### config.mk
export PLATFORM = sky130hd
export DESIGN_NAME = alu_flat
export DESIGN_NICKNAME = d
export VERILOG_FILES = /design/src/rtl/alu_pkg.sv /design/src/rtl/alu_if.sv /design/src/rtl/alu_cla_adder_32.sv /design/src/rtl/alu.sv /design/src/flat_wrapper.sv
export SDC_FILE = /design/constraint.sdc
export NUM_CORES = 1
export LEC_CHECK = 0
export BUFFER_PORTS_ARGS = -buffer_cell sky130_fd_sc_hd__buf_2
export CORE_UTILIZATION = 60
export CTS_BUF_LIST = sky130_fd_sc_hd__clkbuf_4 sky130_fd_sc_hd__clkbuf_8
export DETAILED_ROUTE_END_ITERATION = 10
export GPL_ROUTABILITY_DRIVEN = 0
export HOLD_SLACK_MARGIN = 0.05
export PLACE_DENSITY = 0.82
export SYNTH_ARGS = -nofsm -noshare
export SYNTH_HDL_FRONTEND = slang
export SYNTH_HIERARCHICAL = 1
export SYNTH_SLANG_ARGS = --single-unit
export TNS_END_PERCENT = 10
### constraint.sdc
create_clock -name clock -period 0.8 [get_ports clock]
set_clock_uncertainty 0.05 [all_clocks]
set_input_delay 0.16 -clock clock [delete_from_list [all_inputs] [get_ports clock]]
set_output_delay 0.16 -clock clock [all_outputs]
set_load 0.01 [all_outputs]
### src/rtl/alu_pkg.sv
// alu_pkg: opcode constants shared by the ALU and its testbench.
package alu_pkg;
    localparam logic [4:0] OP_ADD = 5'b00000;
    localparam logic [4:0] OP_SUB = 5'b00001;
    localparam logic [4:0] OP_AND = 5'b00010;
    localparam logic [4:0] OP_OR  = 5'b00011;
    localparam logic [4:0] OP_SLL = 5'b00100;
    localparam logic [4:0] OP_SRA = 5'b00101;
endpackage

### src/rtl/alu_if.sv
// alu_if: operand/opcode bundle into the ALU and its registered result/flags.
//   master drives data_operandA/B, ctrl_ALUopcode, ctrl_shiftamt and reads results;
//   slave (the ALU) does the reverse.
interface alu_if;
    logic [31:0] data_operandA;
    logic [31:0] data_operandB;
    logic [4:0]  ctrl_ALUopcode;
    logic [4:0]  ctrl_shiftamt;
    logic [31:0] data_result;
    logic        isNotEqual;
    logic        isLessThan;
    logic        overflow;
    modport master (
        output data_operandA, data_operandB, ctrl_ALUopcode, ctrl_shiftamt,
        input  data_result, isNotEqual, isLessThan, overflow
    );
    modport slave (
        input  data_operandA, data_operandB, ctrl_ALUopcode, ctrl_shiftamt,
        output data_result, isNotEqual, isLessThan, overflow
    );
endinterface

### src/rtl/alu_cla_adder_32.sv
// cla_adder_32: 32-bit two-level carry-lookahead adder with signed-overflow output.
//   a_i, b_i : addends      cin_i : carry in
//   sum_o    : a_i+b_i+cin_i mod 2^32
//   ovf_o    : signed overflow (carry into MSB xor carry out of MSB)
module cla_adder_32 (
    input  logic [31:0] a_i,
    input  logic [31:0] b_i,
    input  logic        cin_i,
    output logic [31:0] sum_o,
    output logic        ovf_o
);
    logic [31:0] g, p;
    logic [7:0]  gg, gp;
    logic [8:0]  gc;
    logic [32:0] c;
    // 4-bit lookahead groups; group carries chained through group generate/propagate
    always_comb begin
        g  = a_i & b_i;
        p  = a_i ^ b_i;
        gg = '0;
        gp = '0;
        gc = '0;
        c  = '0;
        gc[0] = cin_i;
        for (int k = 0; k < 8; k++) begin
            gg[k] = g[4*k+3] | (p[4*k+3] & g[4*k+2]) | (&p[4*k+3 -: 2] & g[4*k+1])
                  | (&p[4*k+3 -: 3] & g[4*k]);
            gp[k] = &p[4*k +: 4];
            gc[k+1] = gg[k] | (gp[k] & gc[k]);
            c[4*k]   = gc[k];
            c[4*k+1] = g[4*k] | (p[4*k] & gc[k]);
            c[4*k+2] = g[4*k+1] | (p[4*k+1] & g[4*k]) | (&p[4*k+1 -: 2] & gc[k]);
            c[4*k+3] = g[4*k+2] | (p[4*k+2] & g[4*k+1]) | (&p[4*k+2 -: 2] & g[4*k])
                     | (&p[4*k+2 -: 3] & gc[k]);
        end
        c[32] = gc[8];
    end
    assign sum_o = p ^ c[31:0];
    assign ovf_o = c[31] ^ c[32];
endmodule

### src/rtl/alu.sv
// alu: single-cycle-latency 32-bit ALU (ADD/SUB/AND/OR/SLL/SRA) with registered
//   result and flags.
//   clock   : rising-edge clock      reset_n : async active-low reset
//   bus     : alu_if.slave -- operands, opcode, shift amount in; result and
//             isNotEqual/isLessThan/overflow out, all registered
module alu (
    input logic  clock,
    input logic  reset_n,
    alu_if.slave bus
);
    import alu_pkg::*;
    logic [31:0] a, b, add_sum, sub_diff, sll, sra, result_d, result_q;
    logic [31:0] l1, l2, l3, l4, r1, r2, r3, r4;
    logic [4:0]  op, sh;
    logic        add_ovf, sub_ovf, ne_d, lt_d, ovf_d, ne_q, lt_q, ovf_q;
    assign a  = bus.data_operandA;
    assign b  = bus.data_operandB;
    assign op = bus.ctrl_ALUopcode;
    assign sh = bus.ctrl_shiftamt;
    // Separate adder instances so the compare flags always see A-B, whatever op is.
    cla_adder_32 u_add (.a_i(a), .b_i(b),  .cin_i(1'b0), .sum_o(add_sum),  .ovf_o(add_ovf));
    cla_adder_32 u_sub (.a_i(a), .b_i(~b), .cin_i(1'b1), .sum_o(sub_diff), .ovf_o(sub_ovf));
    // Logarithmic barrel shifters: stage n shifts by 2^n when sh[n] is set.
    always_comb begin
        l1  = sh[0] ? {a[30:0], 1'b0} : a;
        l2  = sh[1] ? {l1[29:0], 2'b0} : l1;
        l3  = sh[2] ? {l2[27:0], 4'b0} : l2;
        l4  = sh[3] ? {l3[23:0], 8'b0} : l3;
        sll = sh[4] ? {l4[15:0], 16'b0} : l4;
        r1  = sh[0] ? {a[31], a[31:1]} : a;
        r2  = sh[1] ? {{2{r1[31]}}, r1[31:2]} : r1;
        r3  = sh[2] ? {{4{r2[31]}}, r2[31:4]} : r2;
        r4  = sh[3] ? {{8{r3[31]}}, r3[31:8]} : r3;
        sra = sh[4] ? {{16{r4[31]}}, r4[31:16]} : r4;
    end
    always_comb begin
        result_d = op == OP_ADD ? add_sum :
                   op == OP_SUB ? sub_diff :
                   op == OP_AND ? (a & b) :
                   op == OP_OR  ? (a | b) :
                   op == OP_SLL ? sll :
                   op == OP_SRA ? sra : '0;
        ovf_d = op == OP_ADD ? add_ovf : op == OP_SUB ? sub_ovf : 1'b0;
        ne_d  = |sub_diff;
        // Sign of the difference corrected by overflow gives true signed A<B.
        lt_d  = sub_diff[31] ^ sub_ovf;
    end
    always_ff @(posedge clock or negedge reset_n) begin
        if (!reset_n) begin
            result_q <= '0;
            ne_q     <= 1'b0;
            lt_q     <= 1'b0;
            ovf_q    <= 1'b0;
        end else begin
            result_q <= result_d;
            ne_q     <= ne_d;
            lt_q     <= lt_d;
            ovf_q    <= ovf_d;
        end
    end
    assign bus.data_result = result_q;
    assign bus.isNotEqual  = ne_q;
    assign bus.isLessThan  = lt_q;
    assign bus.overflow    = ovf_q;
endmodule

### src/flat_wrapper.sv
// flat-port wrapper written by rule: the top's interface ports become plain ports
module alu_flat import alu_pkg::*;
  (clock, reset_n, bus_data_operandA, bus_data_operandB, bus_ctrl_ALUopcode, bus_ctrl_shiftamt, bus_data_result, bus_isNotEqual, bus_isLessThan, bus_overflow);
  alu_if bus_i ();
  input logic clock;
  input logic reset_n;
  input wire logic [$bits(bus_i.data_operandA)-1:0] bus_data_operandA;
  input wire logic [$bits(bus_i.data_operandB)-1:0] bus_data_operandB;
  input wire logic [$bits(bus_i.ctrl_ALUopcode)-1:0] bus_ctrl_ALUopcode;
  input wire logic [$bits(bus_i.ctrl_shiftamt)-1:0] bus_ctrl_shiftamt;
  output wire logic [$bits(bus_i.data_result)-1:0] bus_data_result;
  output wire logic [$bits(bus_i.isNotEqual)-1:0] bus_isNotEqual;
  output wire logic [$bits(bus_i.isLessThan)-1:0] bus_isLessThan;
  output wire logic [$bits(bus_i.overflow)-1:0] bus_overflow;
  assign bus_i.data_operandA = bus_data_operandA;
  assign bus_i.data_operandB = bus_data_operandB;
  assign bus_i.ctrl_ALUopcode = bus_ctrl_ALUopcode;
  assign bus_i.ctrl_shiftamt = bus_ctrl_shiftamt;
  assign bus_data_result = bus_i.data_result;
  assign bus_isNotEqual = bus_i.isNotEqual;
  assign bus_isLessThan = bus_i.isLessThan;
  assign bus_overflow = bus_i.overflow;
  alu u_core (.clock(clock), .reset_n(reset_n), .bus(bus_i));
endmodule
==> out/summary.txt, run 1 <==
Tool error = [ERROR GRT-0116] Global routing finished with congestion. Check the congestion regions in the DRC Viewer.
DP Wirelength = 38,600 µm
I/O pin total = 111
Stop stage = global routing
CTS Buffer Depth = 2
Largest net degree at the start of global routing = 39
FF+latch count, synth = 35
Vias in the first global route = 17.3k
Post-synth ARST share = 100%
Syn avg cell area = 8.10 µm²
Biggest area consumer among synthesized cells = mux4_2
Netlist cell types = 98
Yosys Warn Count = 6
Synth Flop Type = dfrtp_1
Clock buffer count from CTS = 5
Die extent in x = 130 µm
Outcome = did not finish
GRT Util Overall = 84.5%
Total grt overflow = 267
Area contributors post-synth = mux4_2, dfrtp_1, ha_1
IO buf count = 110
Site Rows = 46
H-tree Lvls = 2
Clock sink count = 35
Root buffer cell = clkbuf_8
Cell Area, Synth = 0.00982 mm²
Post-synthesis sequential area ratio = 8.92%
Die Height = 130 µm
Top cell type's share of synthesized area = 12.8%
First-pass GRT wire length = 107,000 µm
Synthesized instance count = 1,213
Starting Density = 61.6%
Number of synthesized flops with an enable pin = 0
## synth_stat cells, types with 18 or more instances
cell type	number
ha_1	64
inv_1	57
nor3_1	20
mux4_2	56
xnor2_1	22
buf_2	21
clkbuf_1	67
xor2_1	20
mux2i_1	74
a21o_1	21
a31oi_1	18
o22ai_1	40
a21oi_1	89
nor2b_1	22
mux2_2	23
nand3_1	30
nand2_1	84
o21ai_0	68
nor2_1	96
dfrtp_1	35
## per-stage QoR
stage	setup TNS, ns	util [%]	cell area (µm²)	setup WS (ns)	std cells
floorplan	-53.20	-	10200	-2.00	1217
global placement	-73.91	86.3	13800	-2.59	1847
detailed placement	-78.14	86.3	13800	-2.74	1847
CTS	-68.34	91.5	14600	-2.12	1870
## timing repair
action                                  4_1_cts
setup buffers                                15
pin swaps                                    59
hold buffers                                  1
endpoints found under the setup margin       70
gates resized for setup                     130
hold endpoints to repair                     35
## routing by layer
layer	global-route usage, %	GRT overflow
met5	39.4	1
met1	80.8	14
met3	74.7	25
met4	88.3	87
met2	99.7	140
## kinds of logic after synthesis
kind of cell	share of synthesized area, %
AOI/OAI and AO/OA	27.1
xor gates and xnor gates	3.74
adders and majority gates	11.6
buffers and inverters	7.71
DFF	8.92
muxes	24.1
other	0.0765
and+or+nand+nor	16.7
==> run 2, diff against run 1 <==
--- a/config.mk
+++ b/config.mk
@@ -6,12 +6,10 @@
 export NUM_CORES = 1
 export LEC_CHECK = 0
 export BUFFER_PORTS_ARGS = -buffer_cell sky130_fd_sc_hd__buf_2
-export CORE_UTILIZATION = 60
-export CTS_BUF_LIST = sky130_fd_sc_hd__clkbuf_4 sky130_fd_sc_hd__clkbuf_8
+export CORE_UTILIZATION = 40
 export DETAILED_ROUTE_END_ITERATION = 10
 export GPL_ROUTABILITY_DRIVEN = 0
-export HOLD_SLACK_MARGIN = 0.05
-export PLACE_DENSITY = 0.82
+export PLACE_DENSITY_LB_ADDON = 0.15
 export SYNTH_ARGS = -nofsm -noshare
 export SYNTH_HDL_FRONTEND = slang
 export SYNTH_HIERARCHICAL = 1
==> out/summary.txt, run 2 <==
Outcome = finished with violations
Failing checks = negative setup slack
Vias in the first global route = 12.1k
Slew Viols, Final = 0
Design area = 0.0156 mm²
Full die area = 0.0252 mm²
Post-synthesis sequential area ratio = 8.92%
Top cell type's share of synthesized area = 12.8%
Cell Area, Synth = 0.00982 mm²
Reg power frac = 12.3%
Fillcell total = 1,998
Switching Fraction = 42.1%
Crit. Startpoint = bus_data_operandA[14]
Worst Max-Slew Pin Slew = 0.791 ns
CTS Buffer Depth = 2
DP Wirelength = 37,700 µm
Most frequent cell after synthesis = nor2_1
Synthesized instance count = 1,213
Commonest non-fill, non-tap cell in the layout = buf_4
Hold WC Path Type = in -> reg
Footprint of the multi-input gates = 0.00941 mm²
FF+latch count, synth = 35
RSZ-0062 raised after global routing = yes
Yosys Warn Count = 6
Synth cell count leaders = nor2_1, a21oi_1, nand2_1
H-tree Lvls = 2
Max Freq = 0.336 GHz
Number of synthesized flops with an enable pin = 0
Clock sink count = 35
Starting Density = 41.4%
Biggest area consumer among synthesized cells = mux4_2
Post-route DRC = 0
Tcrit/Tclk final = 372%
Die extent in x = 159 µm
Pre-antenna DRT Iters = 8
CP Launch Type = primary input
Crit Path Max Fanout = 3
Clock buffer count from CTS = 5
Slew HR = 47.0%
Max cap viols = 0
Comb power frac = 73.3%
Layout area overhead = 58.8%
Worst Path Required = 0.91 ns
P_sw = 6530 µW
Clock power share = 14.4%
Vias/cell = 6.30
VDD IR max = 0.00104 V
Min-Delay Startpoint = bus_ctrl_shiftamt[2]
Via count = 12.7k
Most frequent cells in the layout = buf_4, nor2_1, buf_2, nand2_1, mux2i_1
Fin util = 65.7%
P_int = 8970 µW
1st-iter DRT viols = 1,587
GRT Util Overall = 36.9%
CTS tree = done
Post-synth ARST share = 100%
IO buf count = 110
Total grt overflow = 0
Site Rows = 56
Critical path class = in -> reg
Setup slack after layout = -2.18 ns
Final Hold Viols = 0
First-pass GRT wire length = 71,500 µm
Final setup fails = 70
WL final = 47,900 µm
Layout cells sized above 1 = 50.7%
Synth Flop Type = dfrtp_1
I/O pin total = 111
Final ANT Viol Nets = 0
Antenna violations before repair = 1
Leak pwr = 0.00703 µW
Reg area = 876 µm²
Root buffer cell = clkbuf_16
Crit. End Element = flip-flop
Largest net degree at the start of global routing = 36
PwrDens = 994 mW/mm²
Min Clock Period, post-route = 2.98 ns
Worst EP arrival = 3.09 ns
Area contributors post-synth = mux4_2, dfrtp_1, ha_1
Post-DR wirelength/cell = 23.8 µm
Core ar. = 0.0238 mm²
CTS clk-pin slew, worst paths = 0.06 ns
Area post-placement = 0.0142 mm²
Final nets = 1,844
Syn avg cell area = 8.10 µm²
Max reg flops = 32
Netlist cell types = 98
Die Height = 159 µm
-- run 2: cell counts after synthesis --
No cell type changed its count.
-- run 2: final timing paths --
kind,cells after the start,slack (ns),to
max in group asynchronous,3,0.18,u_core/bus.data_result[0]$_DFF_PN0_
hold / removal,4,0.32,u_core/bus.data_result[0]$_DFF_PN0_
setup / recovery,14,-2.18,u_core/bus.data_result[28]$_DFF_PN0_
min in group asynchronous,3,0.33,u_core/bus.overflow$_DFF_PN0_
-- run 2: layer usage --
metal | global-route usage (%) | vias to the layer above | routed length (µm)
met5 | 0 | - | 15
met2 | 58.4 | 868 | 20800
met1 | 46.9 | 5982 | 18300
met3 | 9.35 | 216 | 5810
li1 | - | 5586 | -
met4 | 16.8 | 2 | 3000
-- run 2: stage by stage --
step	total power, µW	TNS (ns)	worst slack, ns	std cells	hold slack (ns)
floorplan	7090	-53.20	-2.00	1217	-0.186
global placement	11600	-76.79	-2.74	1978	0.0805
detailed placement	11700	-77.82	-2.74	1978	0.0856
CTS	14800	-66.40	-2.10	2004	0.339
global route	16200	-72.72	-2.29	2008	0.339
finish	15500	-68.58	-2.18	2009	0.324
-- run 2: layout make-up --
cell class              count  share of cell area (%)
clock buffers               6                   0.891
flip-flops and latches     35                    5.62
multi-input cells        1010                    60.3
clock inverters             2                   0.225
inverters                  61                    1.52
repair buffers            575                    28.9
diodes                      1                  0.0160
well taps                 319                    2.56
-- run 2: power by group through the flow --
stage	combinational (µW)	clock, µW	sequential [µW]
after floorplan	5090	0	2010
after global placement	9660	0	1940
after detailed placement	9800	0	1940
after CTS	10700	2240	1910
after global routing	12000	2320	1920
final	11400	2230	1910
-- run 2: cells by family (layout without fill, tap and decap cells) --
group	after synthesis	in the layout	share of synthesized area, %
AO/OA/AOI/OAI	390	390	27.1
buffers and inverters	172	644	7.71
multiplexers	158	158	24.1
AND/OR/NAND/NOR	332	332	16.7
XOR/XNOR	42	42	3.74
flip-flops	35	35	8.92
other	2	7	0.0765
adder cells (fa/ha/maj)	82	82	11.6
-- run 2: what timing repair did --
action / CTS / global route
buffers inserted: 17 / 4
gates resized for setup: 176 / 43
endpoints found under the setup margin: 70 / 70
pin swaps: 75 / 37
endpoints found under the hold margin: 35 / 0
hold buffers: 1 / 0
-- run 2: critical path, stage by stage --
cell      delay [ns]
buf_2           0.14
buf_12          0.13
ha_4            0.27
nand4_4         0.13
nor4_4          0.30
nand3_1         0.13
a21oi_2         0.32
o31ai_4         0.12
or2b_1          0.18
fa_2            0.43
nor2b_1         0.14
a311oi_1        0.21
o22ai_1         0.13
o32a_1          0.29
Power figures use the tool's default switching activity.
